File: src/rtl/config_frame_writer_pkg.sv
// Shared fabric configuration definitions: header layout, sync byte and the
// frame writer state encoding.
package config_frame_writer_pkg;

  // Sync byte that marks a valid frame write header
  localparam logic [7:0] CFG_SYNC_BYTE = 8'hA5;

  // Header field positions
  localparam int HDR_SYNC_MSB = 31;
  localparam int HDR_SYNC_LSB = 24;
  localparam int HDR_IDX_MSB  = 4;
  localparam int HDR_IDX_LSB  = 0;
  localparam int HDR_IDX_W    = HDR_IDX_MSB - HDR_IDX_LSB + 1;

  // Strobe duration counter width (holds up to 15 cycles)
  localparam int STROBE_CNT_W = 4;

  typedef enum logic [2:0] {
    ST_IDLE   = 3'd0,
    ST_DATA   = 3'd1,
    ST_SETUP  = 3'd2,
    ST_STROBE = 3'd3,
    ST_HOLD   = 3'd4
  } cfg_state_t;

endpackage

File: src/rtl/config_frame_writer_strobe_timer.sv
// Strobe duration timer: loaded with the strobe length, counts down once per
// strobe cycle and flags the final strobe cycle.
module strobe_timer
  import config_frame_writer_pkg::*;
#(
  parameter int StrobeCycles = 2
) (
  input  logic CLK,
  input  logic resetn,
  input  logic load,
  input  logic tick,
  output logic done
);

  logic [STROBE_CNT_W-1:0] count;

  // Load the strobe length on entry to STROBE, decrement on each strobe cycle
  always_ff @(posedge CLK or negedge resetn) begin
    if (!resetn) begin
      count <= '0;
    end else if (load) begin
      count <= STROBE_CNT_W'(StrobeCycles);
    end else if (tick && (count != '0)) begin
      count <= count - 1'b1;
    end
  end

  // The cycle holding a count of one is the last strobe cycle
  assign done = (count == STROBE_CNT_W'(1));

endmodule

File: src/rtl/config_frame_writer.sv
// Configuration frame writer: accepts a header word (sync + frame index) and a
// data word, then drives the row data and a timed one-hot frame strobe.
module config_frame_writer
  import config_frame_writer_pkg::*;
#(
  parameter int MaxFramesPerCol = 20,
  parameter int FrameBitsPerRow = 32,
  parameter int StrobeCycles    = 2
) (
  input  logic                       CLK,
  input  logic                       resetn,
  input  logic [FrameBitsPerRow-1:0] WriteData,
  input  logic                       WriteValid,
  output logic                       WriteReady,
  input  logic                       ErrClear,
  output logic [FrameBitsPerRow-1:0] FrameData,
  output logic [MaxFramesPerCol-1:0] FrameStrobe,
  output logic                       FrameDone,
  output logic                       Error
);

  localparam logic [HDR_IDX_W:0]       FRAME_LIMIT = (HDR_IDX_W + 1)'(MaxFramesPerCol);
  localparam logic [MaxFramesPerCol-1:0] STROBE_ONE = MaxFramesPerCol'(1);

  cfg_state_t           state;
  logic [HDR_IDX_W-1:0] frame_idx;
  logic [7:0]           hdr_sync;
  logic [HDR_IDX_W-1:0] hdr_idx;
  logic                 xfer;
  logic                 hdr_ok;
  logic                 err_event;
  logic                 timer_load;
  logic                 timer_tick;
  logic                 timer_done;

  assign hdr_sync   = WriteData[HDR_SYNC_MSB:HDR_SYNC_LSB];
  assign hdr_idx    = WriteData[HDR_IDX_MSB:HDR_IDX_LSB];
  assign xfer       = WriteValid & WriteReady;
  assign hdr_ok     = (hdr_sync == CFG_SYNC_BYTE) && ({1'b0, hdr_idx} < FRAME_LIMIT);
  // A rejected header is consumed in IDLE and raises the error flag
  assign err_event  = xfer && (state == ST_IDLE) && !hdr_ok;
  assign timer_load = (state == ST_SETUP);
  assign timer_tick = (state == ST_STROBE);

  strobe_timer #(
    .StrobeCycles(StrobeCycles)
  ) u_strobe_timer (
    .CLK   (CLK),
    .resetn(resetn),
    .load  (timer_load),
    .tick  (timer_tick),
    .done  (timer_done)
  );

  // Frame write sequencer with registered ready, data, strobe and done outputs
  always_ff @(posedge CLK or negedge resetn) begin
    if (!resetn) begin
      state       <= ST_IDLE;
      frame_idx   <= '0;
      FrameData   <= '0;
      FrameStrobe <= '0;
      FrameDone   <= 1'b0;
      WriteReady  <= 1'b0;
    end else begin
      FrameDone <= 1'b0;
      unique case (state)
        ST_IDLE: begin
          // Ready may still be low on the first edge after reset release
          WriteReady <= 1'b1;
          if (xfer && hdr_ok) begin
            frame_idx <= hdr_idx;
            state     <= ST_DATA;
          end
        end
        ST_DATA: begin
          if (xfer) begin
            FrameData  <= WriteData;
            WriteReady <= 1'b0;
            state      <= ST_SETUP;
          end
        end
        ST_SETUP: begin
          // Data has settled for one cycle; raise the selected strobe
          FrameStrobe <= STROBE_ONE << frame_idx;
          state       <= ST_STROBE;
        end
        ST_STROBE: begin
          if (timer_done) begin
            FrameStrobe <= '0;
            FrameDone   <= 1'b1;
            state       <= ST_HOLD;
          end
        end
        ST_HOLD: begin
          WriteReady <= 1'b1;
          state      <= ST_IDLE;
        end
        default: begin
          FrameStrobe <= '0;
          WriteReady  <= 1'b0;
          state       <= ST_IDLE;
        end
      endcase
    end
  end

  // Sticky error flag; a new error wins over a simultaneous clear
  always_ff @(posedge CLK or negedge resetn) begin
    if (!resetn) begin
      Error <= 1'b0;
    end else if (err_event) begin
      Error <= 1'b1;
    end else if (ErrClear) begin
      Error <= 1'b0;
    end
  end

endmodule
File: config.mk
export PLATFORM = sky130hd
export DESIGN_NAME = config_frame_writer
export DESIGN_NICKNAME = d
export VERILOG_FILES = /design/src/rtl/config_frame_writer_pkg.sv /design/src/rtl/config_frame_writer_strobe_timer.sv /design/src/rtl/config_frame_writer.sv
export SDC_FILE = /design/constraint.sdc
export NUM_CORES = 1
export LEC_CHECK = 0
export ABC_CLOCK_PERIOD_IN_PS = 2850
export BUFFER_PORTS_ARGS = -buffer_cell sky130_fd_sc_hd__buf_2
export CORE_ASPECT_RATIO = 1.75
export CORE_UTILIZATION = 50
export CTS_CLUSTER_DIAMETER = 50
export DETAILED_ROUTE_END_ITERATION = 16
export PLACE_DENSITY = 0.85
export SYNTH_ARGS = -nofsm -noshare
export SYNTH_HDL_FRONTEND = slang
export SYNTH_HIERARCHICAL = 1
export SYNTH_SLANG_ARGS = --single-unit
File: constraint.sdc
create_clock -name CLK -period 2.85 [get_ports CLK]
set_clock_uncertainty 0.15 [all_clocks]
set_input_delay 0.4275 -clock CLK [delete_from_list [all_inputs] [get_ports CLK]]
set_output_delay 0.4275 -clock CLK [all_outputs]
set_load 0.02 [all_outputs]
==> impl_metrics.yaml <==
placement:
  placed_cell_area_um2: 3270
  place_ws_ps: 839
  globalplace.congestion: 0.742
  dp_hpwl_mm: 3.93
  io_buffer_count: 90
synth:
  synth_top_area_share_pct: 60.6
  yosys-top-cells-area: "dfrtp_1 (61%), mux2_2 (14%), nand2_1 (3.7%)"
  synth-edff-count: 0
  ys_seq_area_share_pct: 60.6
  avgSynthCellArea_um2: 12.9
  ys.flop_type: "dfrtp_1"
  synth_area_leader_cell: "dfrtp_1"
  synth.cells.most_frequent: "dfrtp_1 (67), mux2_2 (35), nand2_1 (27), o21ai_0 (17), nor2_1 (8)"
  ys_ff_latch: 67
  yosysMostFrequentCell: "dfrtp_1"
  synth_cells: 215
  yosysWarningCount: 6
  ys_types: 36
  synth_area_um2: 2770
  synth_fp_nets: 254
  postSynth.asyncResetShare_pct: 100
critical_path:
  path_cells: "and3_1 -> or4b_1 -> or3_1 -> a21oi_1"
  cp.arrival_ps: 2110
  criticalPathCategory: "reg -> reg"
  cp_data_required_time_ps: 2970
  worstReg2RegStart: "state[0]"
  crit_buf_inv: 0
  critPathLaunchType: "flop"
  slowest_delay_ps: 570
  cp_slowest_cell: "dfrtp_1"
  crit_path_end_kind: "flop"
  r2r_cells: 4
  crit_family: "simple AND/OR/NAND/NOR gates"
  r2r_slack_ps: 860
  path_max_fanout: 11
  worstReg2RegEnd: "u_strobe_timer/count[3]"
finish:
  fillCellCount: 408
  area_delta_synth_final_pct: 25.8
  stdcell_area_um2: 3480
  drive_gt1_share_pct: 47.8
  finish.net_count: 350
  num_antenna_cells: 0
drt:
  wl_mm: 5.49
  drc: 0
  antenna_left: 0
  drtIter0Drc: 67
  wl_per_cell_um: 14.1
  drtPass1Iterations: 4
  vias: 1980
  viasPerCell: 5.08
power:
  p_switching_mw: 0.400
  powerDensity_nw_per_um2: 517
  p_leak_nw: 1.89
  clkPwrFrac_pct: 44.4
  p_seq_share_pct: 52.8
  p_sw_share_pct: 22.2
  internal_power_mw: 1.40
  combPwrFrac_pct: 2.8
  peakVddDrop_mv: 0.574
cts:
  clockBufferDepth: 2
  cts_sinks: 67
  root_buffer: "clkbuf_8"
  cts_max_level: 3
  insertion_delay_ps: 340
  post_cts_buffers: 0
  path_clk_slew_ps: 70
  cts_buffers: 9
  cts_tree: "done"
global_routing:
  grt_max_degree: 33
  antenna_found_initial: 0
  grt_pass1_wl_mm: 8.97
  grt_overflow: 0
  grt_pass1_vias: 2015
  track_usage_pct: 20.7
die:
  io_pins: 91
  core_um2: 5300
  initial_core_util_pct: 52.2
  die_x_um: 58.2
  rows: 35
  die_h_um: 100
  die_area_um2: 5840
job:
  max_cap_violations: 0
worst_hold_path:
  hold_path.class: "in -> reg"
  hold_start: "WriteData[11]"
  min_to: "FrameData[11]"
  hold_depth: 2
sta:
  slew_viol_final: 0
  relSlewSlack_pct: 54.1
  setup_slack_ps: 857
  post-route-period-util_pct: 69.9
  finalSetupTns_ps: 0
  finalCriticalPeriod_ps: 1990
  hold_ws_ps: 149
  setup_viol: 0
  fmax_mhz: 502
  hold_viol: 0
  worstMarginPinSlew_ps: 689
  rsz0062_at_grt: "false"
run_status:
  status: "finished clean"
## layer usage
| layer | part of all wire [%] | GRT usage (%) | up-vias |
|---|---|---|---|
| li1 | - | - | 939 |
| met1 | 39 | 23.3 | 954 |
| met2 | 54 | 34.7 | 72 |
| met3 | 4.9 | 6.44 | 15 |
| met4 | 2.7 | 10.3 | 0 |
| met5 | 0 | 0 | - |
## through the flow
step / utilization [%] / instances / power (mW)
after detailed placement: 61.7 / 373 / 1.02
after floorplan: - / 215 / 0.971
after global placement: 61.7 / 373 / 1.02
after CTS: 65.7 / 390 / 1.82
after global routing: 65.7 / 390 / 1.86
final: 65.7 / 390 / 1.80
## placed cells by master, fill, tap and decap left out, types with 3 or more instances in the layout
cell      netlist  final
o21ai_0        17     17
nor2_1          8      8
mux2_2         35     35
nand3_1         3      3
nand2_1        27     27
mux2_1          3      3
o31ai_1         5      5
dfrtp_1        67     67
nor2b_1         3      3
buf_4           0      4
buf_2           2     90
ha_1            3      3
clkbuf_8        0     10
inv_1           3      3
nand2b_1        5      5
## worst max-delay path by stage
stage,startpoint,to,slack (ps),depth (start not counted)
global route,state[0],FrameStrobe[16],710,4
CTS,state[0],u_strobe_timer/count[3],860,4
global placement,WriteData[28],frame_idx[1],860,5
floorplan,state[0],u_strobe_timer/count[3],1030,5
detailed placement,WriteData[28],frame_idx[0],840,5
finish,state[0],u_strobe_timer/count[3],860,4
## power groups by stage
| stage | clock, mW | combinational [mW] | sequential (mW) |
|---|---|---|---|
| 2_1_floorplan | 0 | 0.00255 | 0.969 |
| 3_3_place_gp | 0 | 0.0477 | 0.969 |
| 3_5_place_dp | 0 | 0.0497 | 0.969 |
| 4_1_cts | 0.815 | 0.0512 | 0.950 |
| 5_1_grt | 0.852 | 0.0572 | 0.950 |
| 6_report | 0.799 | 0.0497 | 0.950 |
## state kept, by name, summed over array words and instances (netlist names)
name,cells
state,3
frame_idx,5
WriteReady,1
FrameDone,1
u_strobe_timer/count,4
Error,1
FrameData,32
FrameStrobe,20
## area by class of cell
class,instances,area [um2],share of cell area (%)
Multi-Input combinational cell,134,1000,28.8
Inverter,4,15.0,0.431
Timing Repair Buffer,95,490,14.1
Clock inverter,6,63.8,1.83
Sequential cell,67,1680,48.2
Tap cell,74,92.6,2.66
Clock buffer,10,138,3.96
## kinds of logic after synthesis
logic type | Yosys count | synth area share, %
flops | 67 | 60.6
simple gates | 62 | 12.4
mux | 39 | 15.8
compound gates | 30 | 6.70
buf+inv | 14 | 3.08
fa+ha+maj | 3 | 1.36
## repair_timing
| item | in CTS | in global routing |
|---|---|---|
| hold buffers | 1 | 0 |
| gates resized for setup | 0 | 0 |
| endpoints found under the hold margin | 29 | 0 |
Note: power is estimated with default switching activity, not from simulation.
